===== config.mk =====
export PLATFORM = sky130hd
export DESIGN_NAME = dfs_lut_arbiter
export DESIGN_NICKNAME = d
export VERILOG_FILES = /design/src/rtl/dfs_lut_arbiter.sv
export SDC_FILE = /design/constraint.sdc
export NUM_CORES = 1
export LEC_CHECK = 0
export ABC_AREA = 1
export BUFFER_PORTS_ARGS = -buffer_cell sky130_fd_sc_hd__buf_4
export CAP_MARGIN = 5
export CORE_AREA = 2 2 85 67
export DETAILED_ROUTE_END_ITERATION = 12
export DIE_AREA = 0 0 87 69
export PLACE_DENSITY = 0.68
export SKIP_LAST_GASP = 1
export SYNTH_ARGS = -nofsm -noshare
export SYNTH_HDL_FRONTEND = slang
export SYNTH_SLANG_ARGS = --single-unit

===== constraint.sdc =====
create_clock -name clk -period 3.15 [get_ports clk]
set_input_delay 0.315 -clock clk [delete_from_list [all_inputs] [get_ports clk]]
set_output_delay 0.315 -clock clk [all_outputs]
set_load 0.05 [all_outputs]

===== src/rtl/dfs_lut_arbiter.sv =====
// rtl/dfs_lut_arbiter.sv - round-robin sharing of one DFS lookup BRAM among N_REQ requesters
// Optional single-entry result cache enabled by defining DFS_LUT_ARB_CACHE_EN.
module dfs_lut_arbiter #(
    parameter int N_REQ      = 4,
    parameter int ADDR_WIDTH = 10,
    parameter int DATA_WIDTH = 18
) (
    input  logic                        clk,
    input  logic                        reset,
    input  logic [N_REQ-1:0]            req_valid_i,
    input  logic [N_REQ*ADDR_WIDTH-1:0] req_idx_i,
    output logic [N_REQ-1:0]            req_ready_o,
    output logic [N_REQ-1:0]            resp_valid_o,
    output logic [DATA_WIDTH-1:0]       resp_data_o,
    output logic                        rom_en_o,
    output logic [ADDR_WIDTH-1:0]       rom_addr_o,
    input  logic [DATA_WIDTH-1:0]       rom_data_i
);
    localparam int PTR_W = (N_REQ > 1) ? $clog2(N_REQ) : 1;

    typedef enum logic [1:0] {IDLE, READ, CAPT, RESP} state_t;

    state_t                 state_q, state_d;
    logic [PTR_W-1:0]       ptr_q, ptr_d;
    logic [PTR_W-1:0]       gnt_q, gnt_d;
    logic [ADDR_WIDTH-1:0]  addr_q, addr_d;
    logic [DATA_WIDTH-1:0]  data_q, data_d;
    logic [PTR_W-1:0]       win;
    logic                   any_req;
    logic [ADDR_WIDTH-1:0]  win_idx;
    logic                   accept;
    logic                   hit;
    logic [DATA_WIDTH-1:0]  hit_data;

    // Scan from the highest offset down so the requester closest to ptr_q wins.
    always_comb begin : arbitrate
        int j;
        j       = 0;
        win     = '0;
        any_req = 1'b0;
        for (int k = N_REQ - 1; k >= 0; k--) begin
            j = int'(ptr_q) + k;
            if (j >= N_REQ) j = j - N_REQ;
            if (req_valid_i[PTR_W'(j)]) begin
                win     = PTR_W'(j);
                any_req = 1'b1;
            end
        end
    end

    always_comb begin : index_mux
        win_idx = '0;
        for (int i = 0; i < N_REQ; i++) begin
            if (win == PTR_W'(i)) win_idx = req_idx_i[i*ADDR_WIDTH +: ADDR_WIDTH];
        end
    end

    // Grants are held off while reset is asserted so no handshake is lost to it.
    assign accept = reset && any_req && (state_q == IDLE || state_q == RESP);

`ifdef DFS_LUT_ARB_CACHE_EN
    logic [ADDR_WIDTH-1:0] last_idx_q;
    logic [DATA_WIDTH-1:0] last_data_q;
    logic                  last_vld_q;

    always_ff @(posedge clk or negedge reset) begin
        if (!reset) begin
            last_idx_q  <= '0;
            last_data_q <= '0;
            last_vld_q  <= 1'b0;
        end else if (state_q == CAPT) begin
            last_idx_q  <= addr_q;
            last_data_q <= rom_data_i;
            last_vld_q  <= 1'b1;
        end
    end

    assign hit      = last_vld_q && (win_idx == last_idx_q);
    assign hit_data = last_data_q;
`else
    assign hit      = 1'b0;
    assign hit_data = '0;
`endif

    always_comb begin : next_state
        state_d = state_q;
        ptr_d   = ptr_q;
        gnt_d   = gnt_q;
        addr_d  = addr_q;
        data_d  = data_q;
        case (state_q)
            IDLE, RESP: begin
                if (accept) begin
                    gnt_d = win;
                    ptr_d = (win == PTR_W'(N_REQ - 1)) ? '0 : win + 1'b1;
                    if (hit) begin
                        data_d  = hit_data;
                        state_d = RESP;
                    end else begin
                        addr_d  = win_idx;
                        state_d = READ;
                    end
                end else begin
                    state_d = IDLE;
                end
            end
            READ: state_d = CAPT;
            CAPT: begin
                data_d  = rom_data_i;
                state_d = RESP;
            end
            default: state_d = IDLE;
        endcase
    end

    always_ff @(posedge clk or negedge reset) begin
        if (!reset) begin
            state_q <= IDLE;
            ptr_q   <= '0;
            gnt_q   <= '0;
            addr_q  <= '0;
            data_q  <= '0;
        end else begin
            state_q <= state_d;
            ptr_q   <= ptr_d;
            gnt_q   <= gnt_d;
            addr_q  <= addr_d;
            data_q  <= data_d;
        end
    end

    always_comb begin : outputs
        req_ready_o  = '0;
        resp_valid_o = '0;
        for (int i = 0; i < N_REQ; i++) begin
            req_ready_o[i]  = accept && (win == PTR_W'(i));
            resp_valid_o[i] = (state_q == RESP) && (gnt_q == PTR_W'(i));
        end
    end

    assign rom_en_o    = (state_q == READ);
    assign rom_addr_o  = addr_q;
    assign resp_data_o = data_q;

endmodule


==> Yosys cells after proc, flatten, opt, wreduce, memory -nomap -nowiden <==
Cells that the tools add are included.
{ "word_totals": {"inputBits": 64, "register_bits": 34, "elab_cells": 77, "output_inout_bits": 37} }
{ "classes": {"n_reduce_logical": 16, "n_eq_ne": 9, "mux": 31, "addsub": 8, "n_lt_le_gt_ge": 8} }
{ "ops": {"columns": ["op", "count"], "rows": [
  ["10-bit two-way mux", 4],
  ["2-bit two-way mux", 9],
  ["2-bit by 4-bit < comparator with 1-bit output (second input constant)", 4],
  ["1-bit two-way mux", 13],
  ["2-bit equality test (second input constant)", 6],
  ["1-bit logical AND", 10],
  ["3-bit greater-or-equal comparator (second input constant)", 3],
  ["1-bit binary-select mux with 2-bit select", 4],
  ["2-bit by 1-bit subtractor with 2-bit output (second input constant)", 4],
  ["2-bit by 2-bit adder with 3-bit output (second input constant)", 2],
  ["2-bit by 1-bit equality test with 1-bit output (second input constant)", 3],
  ["2-bit logical NOT", 3],
  ["2-bit one-hot mux with 3 select lines", 1],
  ["2-bit by 1-bit adder with 3-bit output (second input constant)", 1],
  ["2-bit by 3-bit greater-or-equal comparator with 1-bit output (second input constant)", 1],
  ["2-bit by 1-bit adder with 2-bit output (second input constant)", 1],
  ["2-bit AND reduction", 1],
  ["2-bit OR reduction", 1],
  ["1-bit logical OR", 1]
]} }

==> Depth between registers and ports, before layout <==
Gate-level depths: netlist of run 1.
{ "logic_depth": {"ltp_word": 15, "depth_mapped": 19, "depth_no_buf": 18} }

==> Worst setup path after synthesis of run 1 <==
Ideal clock, no wire load.
{ "synth_path": {"path_kind": "flip-flop to output port", "start": "register ptr_q[0]", "end": "output port req_ready_o[3]", "t_arrival_ns": 2.484, "t_required_ns": 2.835, "n_path_buf": 2, "slack_ns": 0.351, "stages_incl_launch_ff": 13, "path_cell_list": "dfrtp_1 -> buf_6 -> inv_8 -> nand2_1 -> nand2_2 -> nand2_1 -> nand3_2 -> nor2_1 -> o21ai_1 -> ha_1 -> clkbuf_1 -> inv_1 -> nor2_1"} }
{ "synth_via": {"elab_cells_between_ends": 39, "cone_classes": "add/sub (7); order compare (4); eq/ne (1); mux (24); reduce/logical (3)"} }
{ "synth_lines": {"columns": ["element", "line_no", "text"], "rows": [
  ["from (decl)", "24", "logic [PTR_W-1:0] ptr_q, ptr_d;"],
  ["from (signal assigned)", "125", "ptr_q <= ptr_d;"],
  ["2-bit by 2-bit adder with 3-bit output", "42", "j = int'(ptr_q) + k;"],
  ["3-bit greater-or-equal comparator / 2-bit by 1-bit subtractor with 2-bit output (equally long branches)", "43", "if (j >= N_REQ) j = j - N_REQ;"],
  ["2-bit two-way mux", "43", null],
  ["1-bit binary-select mux with 2-bit select", "44", "if (req_valid_i[PTR_W'(j)]) begin"],
  ["1-bit two-way mux (not written as such) (2 in a row)", "44", null],
  ["2-bit two-way mux (3 in a row)", "44", null],
  ["2-bit two-way mux *", "44", null],
  ["via win[1]", "28", "logic [PTR_W-1:0] win;"],
  ["2-bit equality test *", "136", "req_ready_o[i] = accept && (win == PTR_W'(i));"],
  ["1-bit logical AND *", "136", null],
  ["to (decl)", "12", "output logic [N_REQ-1:0] req_ready_o,"]
]} }
Mark *: on every way through the listed nets, which the timed path passes. The rest lies on a longest branch. The select of a mux whose other input is x is not followed.

==> Final worst setup path of run 1 <==
{ "layout_path": {"start": "register ptr_q[0]", "end": "output port req_ready_o[2]"} }
The elaborated chain is that of the path after synthesis.

==> flow_metrics.py, run 1 <==
metrics = {
    "outcome": {
        "outcome": "complete, no violations",
    },
    "timing": {
        "rsz0062_at_grt": "false",
        "relSlewSlack": 0.433,
        "maxSlewViolCount": 0,
        "finalCritPeriodShare": 0.894,
        "setup_violations": 0,
        "max_freq_ghz": 0.355,
        "fin_tns_setup_ns": 0,
        "worstMarginPinSlew_ns": 0.850,
        "whs_ns": 0.264,
        "hold_violations": 0,
        "post-route-min-period_ns": 2.82,
        "fin_skew_ns": 0.00561,
    },
    "die": {
        "num_io_pins": 101,
        "fp-row-count": 23,
        "core_area_sq_um": 5150,
        "die_h_um": 69,
        "die_x_um": 87,
        "dieArea_sq_um": 6000,
        "initial_core_util": 0.407,
    },
    "setup_path": {
        "worstPathRequired_ns": 2.83,
        "cp_common_cell": "nor2_1",
        "r2r_cells": 14,
        "cp.arrival_ns": 2.50,
        "worst-setup-path-type": "reg2out",
        "path_max_fanout": 11,
        "crit_chain": "inv_8 > nand2_2 > nand2_1 > nor2_1 > nor2_1 > nor2_1 > o21ai_1 > ha_2 > inv_1 > nor2_1 > buf_4",
        "worst_path_max_delay_cell": "dfrtp_2",
        "critPathLaunchType": "flip-flop",
        "slowest_delay_ns": 0.50,
        "critPathCaptureType": "output port",
    },
    "clocking": {
        "htreeDepth": 2,
        "cts_root_buf": "clkbuf_8",
        "cts-buffers-inserted": 5,
        "cts_max_path_buffers": 2,
        "clk_latency_ns": 0.28,
        "cts_setup_buffers": 0,
        "cts_sinks": 34,
        "cts_tree": "done",
        "clkTransAtPathRegs_ns": 0.07,
    },
    "layout": {
        "final_nets": 399,
        "area_delta_synth_final_pct": 41.2,
        "num_antenna_cells": 0,
        "fin_util": 0.575,
        "fillerInstances": 464,
        "drive_above_1_share": 0.511,
    },
    "synth": {
        "synthMuxAreaShare": 0.144,
        "syn-cell-area_sq_um": 2100,
        "seq_area_frac_synth": 0.405,
        "synthDistinctLibCells": 26,
        "syn_inst": 228,
        "synthTopCellsByCount": "43 x nand2_1, 34 x dfrtp_1, 20 x a21oi_1",
        "synth_compound_area_frac": 0.101,
        "synth-xor-area-share": 0,
        "syn_avg_cell_area_sq_um": 9.20,
        "synth_simple_gate_area_frac": 0.228,
        "ys_async_sr_fraction": 1.00,
        "yosys_warnings": 0,
        "synth_nets": 299,
        "synth_top_cells_by_area": "dfrtp_1 41%, mux2_2 9.7%, nand2_1 7.7%",
        "synth_edf_count": 0,
        "yosysMostFrequentCell": "nand2_1",
        "synth_top_family_by_area": "simple AND/OR/NAND/NOR gates",
        "synth_top_area_cell": "dfrtp_1",
        "ys.flop_type": "dfrtp_1",
        "synth_top_area_frac": 0.405,
        "synth_seq_cells": 34,
        "synthAdderAreaFrac": 0.0417,
    },
    "drt": {
        "wirelength_um": 5160,
        "antenna_left": 0,
        "drc": 0,
        "drt-pass1-iter-count": 4,
        "wl_per_cell_um": 13.2,
        "via_count": 1844,
        "post_drt_via_cell_ratio": 4.72,
        "drt-initial-drc-count": 54,
    },
    "global_routing": {
        "busiest_layer": "met2",
        "antenna_found_initial": 0,
        "grt_max_degree": 36,
        "grt_pass1_vias": 1816,
        "grt_use_total": 0.175,
        "grt_first_pass_wirelength_um": 8400,
        "use_met2": 0.275,
        "overflow": 0,
        "grt_util_met1": 0.230,
        "met3_usage": 0.0635,
    },
    "hold_path": {
        "min_path_cells": 2,
        "hold_path_class": "in2reg",
    },
    "placement": {
        "dp_hpwl_um": 4040,
        "gp_congestion": 0.826,
        "portBuffers": 100,
    },
    "job": {
        "max_cap_viol_count": 0,
    },
}
==> cells in the final DEF (no fill, tap or decap), types with 4 or more instances in the layout <==
cell	n
buf_4	101
nand2_1	43
dfrtp_1	33
a21oi_1	20
inv_1	19
mux2_2	18
nor2_1	17
nand2_2	16
mux2i_1	10
o21ai_2	10
ha_1	6
clkbuf_8	6
nand2_4	5
nand3_1	4
nor3_1	4
==> registers in the layout, summed over array words and instances (netlist names) <==
signal / count
state_q: 2
gnt_q: 2
resp_data_o: 18
rom_addr_o: 10
ptr_q: 2
==> cells by family (layout without fill, tap and decap cells) <==
group	after synthesis	in the layout
AO/OA/AOI/OAI	34	34
flip-flops	34	34
AND/OR/NAND/NOR	94	94
adder cells (fa/ha/maj)	7	7
buffers and inverters	31	132
multiplexers	28	28
==> through the flow <==
step / std cells / cell area (sq um) / worst slack (ns)
6_report: 391 / 2960 / 0.335
3_5_place_dp: 382 / 2860 / 0.305
2_1_floorplan: 228 / 2100 / 0.351
4_1_cts: 391 / 2960 / 0.119
5_1_grt: 391 / 2960 / 0.0907
3_3_place_gp: 382 / 2860 / 0.433
==> final timing paths <==
check,endpoint,from,slack [ns]
max in group asynchronous,ptr_q[0],reset,2.28
max,req_ready_o[2],ptr_q[0],0.33
min,resp_data_o[7],rom_data_i[7],0.26
max reg2reg,rom_addr_o[3],ptr_q[0],0.39
min reg2reg,rom_addr_o[7],rom_addr_o[7],0.48
min in group asynchronous,resp_data_o[10],reset,0.53
==> area by class of cell <==
| cell class | instances | area [sq um] | area share |
|---|---|---|---|
| timing repair buffer | 102 | 768 | 0.259 |
| tap | 62 | 77.6 | 0.0262 |
| multi-input combinational | 163 | 1080 | 0.366 |
| clock buffer | 7 | 86.3 | 0.0291 |
| sequential | 34 | 852 | 0.288 |
| clock inverter | 1 | 5.00 | 0.00169 |
| inverter | 22 | 90.1 | 0.0304 |
==> per-layer routing <==
metal	vias up	routed length, um
li1	937	-
met1	833	2300
met2	69	2360
met3	5	440
met4	0	48
met5	-	0
==> worst max-delay path, delay by kind of cell (launching register included) <==
kind	cells	cell delay, ns
flip-flops	1	0.50
adder cells (fa/ha/maj)	1	0.39
buffers and inverters	3	0.52
AND/OR/NAND/NOR	6	0.50
AO/OA/AOI/OAI	1	0.30
==> repair_timing <==
action	in CTS	in global routing
endpoints found under the setup margin	0	2
endpoints found under the hold margin	10	0
gates resized for setup	0	2
hold buffers	1	0
Power of run 1 is not shown: default switching activity piles up to over one toggle a cycle in this logic, so the estimate is an artifact.
==> run 2, diff against run 1 <==
--- a/config.mk
+++ b/config.mk
@@ -11,7 +11,8 @@
 export CORE_AREA = 2 2 85 67
 export DETAILED_ROUTE_END_ITERATION = 12
 export DIE_AREA = 0 0 87 69
-export PLACE_DENSITY = 0.68
+export MAX_ROUTING_LAYER = met4
+export PLACE_DENSITY = 0.72
 export SKIP_LAST_GASP = 1
 export SYNTH_ARGS = -nofsm -noshare
 export SYNTH_HDL_FRONTEND = slang
==> run 2 against run 1 <==
Net effect: critical path depth up 1; hold slack worse by 0.0039 ns; final area is 0.72% higher; flip-flop and latch count unchanged; routed wire length fell by 2.9%; clock-buffer cell count down 2.
==> flow_metrics.py, run 2 (synthesis results as in run 1) <==
metrics = {
    "layout": {
        "drive_above_1_share": 0.509,
        "final_cell_area_sq_um": 2980,
        "num_antenna_cells": 0,
        "fillerInstances": 469,
        "mostFrequentLayoutCell": "buf_4",
        "multiInputGateArea_sq_um": 1080,
        "final_cell_mix": "102 x buf_4, 43 x nand2_1, 34 x dfrtp_1",
        "final_nets": 400,
        "largest_reg_flops": 18,
        "area_delta_synth_final_pct": 42.2,
        "regArea_sq_um": 851,
    },
    "placement": {
        "dpl_cell_area_sq_um": 2870,
        "portBuffers": 100,
        "gp_congestion": 0.875,
        "dp_hpwl_um": 3900,
    },
    "die": {
        "core_area_sq_um": 5150,
        "fp-row-count": 23,
        "die_x_um": 87,
        "num_io_pins": 101,
        "die_h_um": 69,
        "dieArea_sq_um": 6000,
        "initial_core_util": 0.407,
    },
    "hold_path": {
        "hold_path_class": "in2reg",
        "min_to": "resp_data_o[2]",
        "min_path_cells": 2,
        "hold_start": "rom_data_i[2]",
    },
    "clocking": {
        "cts_sinks": 34,
        "htreeDepth": 2,
        "cts_root_buf": "clkbuf_8",
        "cts_setup_buffers": 0,
        "cts-buffers-inserted": 5,
        "cts_max_path_buffers": 2,
        "clkTransAtPathRegs_ns": 0.07,
        "clk_latency_ns": 0.28,
        "cts_tree": "done",
    },
    "timing": {
        "hold_violations": 0,
        "max_freq_ghz": 0.357,
        "fin_tns_setup_ns": 0,
        "finalCritPeriodShare": 0.889,
        "relSlewSlack": 0.450,
        "setup_violations": 0,
        "post-route-min-period_ns": 2.80,
        "worstMarginPinSlew_ns": 0.825,
        "whs_ns": 0.260,
        "rsz0062_at_grt": "false",
        "fin_skew_ns": 0.00400,
        "maxSlewViolCount": 0,
    },
    "setup_path": {
        "cp_common_cell": "nand2_1",
        "critPathCaptureType": "output port",
        "worst_path_max_delay_cell": "dfrtp_1",
        "worst-setup-path-type": "reg2out",
        "critPathLaunchType": "flip-flop",
        "path_max_fanout": 12,
        "r2r_cells": 13,
        "timing.rr.end": "rom_addr_o[1]",
        "slowest_delay_ns": 0.59,
        "worstPathRequired_ns": 2.83,
        "rr_startpoint": "ptr_q[0]",
        "r2r_slack_ns": 0.38,
        "crit_chain": "inv_8 > nand2_2 > nand2_1 > o21ai_0 > nand2_1 > nand2_1 > nand2_1 > nand2_1 > ha_1 > inv_1 > nor2_1 > buf_4",
        "cp.arrival_ns": 2.49,
        "startpoint": "ptr_q[0]",
    },
    "drt": {
        "post_drt_via_cell_ratio": 4.68,
        "wirelength_um": 5010,
        "drc": 0,
        "via_count": 1836,
        "antenna_left": 0,
        "wl_per_cell_um": 12.8,
        "drt-pass1-iter-count": 4,
        "drt-initial-drc-count": 61,
    },
    "job": {
        "max_cap_viol_count": 0,
    },
    "global_routing": {
        "grt_max_degree": 36,
        "grt_pass1_vias": 1835,
        "grt_first_pass_wirelength_um": 8340,
        "grt_use_total": 0.180,
        "antenna_found_initial": 0,
        "overflow": 0,
    },
    "outcome": {
        "outcome": "complete, no violations",
    },
}
==> run 2: cell types whose count changed in the layout (fill, tap and decap cells not counted) <==
cell / previous run / this run
clkbuf_1: 1 / 0
dfrtp_2: 1 / 0
buf_4: 101 / 102
clkinv_2: 1 / 2
dfrtp_1: 33 / 34
bufinv_16: 0 / 1
ha_2: 1 / 0
clkbuf_8: 6 / 5
ha_1: 6 / 7
==> run 2: layout make-up <==
cell class / count / area share
Tap cell: 62 / 0.0260
Clock inverter: 3 / 0.0134
Clock buffer: 5 / 0.0231
Multi-Input combinational cell: 163 / 0.362
Sequential cell: 34 / 0.285
Timing Repair Buffer: 103 / 0.260
Inverter: 22 / 0.0302
==> run 2: metrics by stage <==
stage / utilization / setup WS [ns] / instances
final: 0.579 / 0.349 / 392
after global routing: 0.579 / 0.0896 / 392
after CTS: 0.579 / 0.336 / 392
after detailed placement: 0.556 / 0.425 / 383
after global placement: 0.556 / 0.498 / 383
after floorplan: - / 0.351 / 228
==> run 2: critical path: cells and delay by family (launching register included) <==
kind | cells | cell delay (ns)
AND/OR/NAND/NOR | 7 | 0.64
flip-flops | 1 | 0.59
adder cells (fa/ha/maj) | 1 | 0.43
buffers and inverters | 3 | 0.37
AO/OA/AOI/OAI | 1 | 0.16
==> run 2: worst max-delay path by stage <==
stage	end	cells after the start	slack, ns
detailed placement	rom_addr_o[1]	13	0.43
global placement	rom_addr_o[1]	13	0.50
floorplan	req_ready_o[3]	12	0.35
finish	req_ready_o[1]	12	0.35
CTS	req_ready_o[1]	12	0.34
global route	rom_addr_o[0]	13	0.09
==> run 2: what timing repair did <==
action	CTS	global route
gates resized for setup	0	0
hold endpoints to repair	34	0
hold buffers	1	0
==> run 2: layer usage <==
metal	track usage	vias up	routed length [um]
li1	-	932	-
met1	0.227	813	2300
met2	0.275	82	2210
met3	0.0539	9	437
met4	0.0573	0	66
met5	-	-	0
Power of run 2 is left out for the same reason.
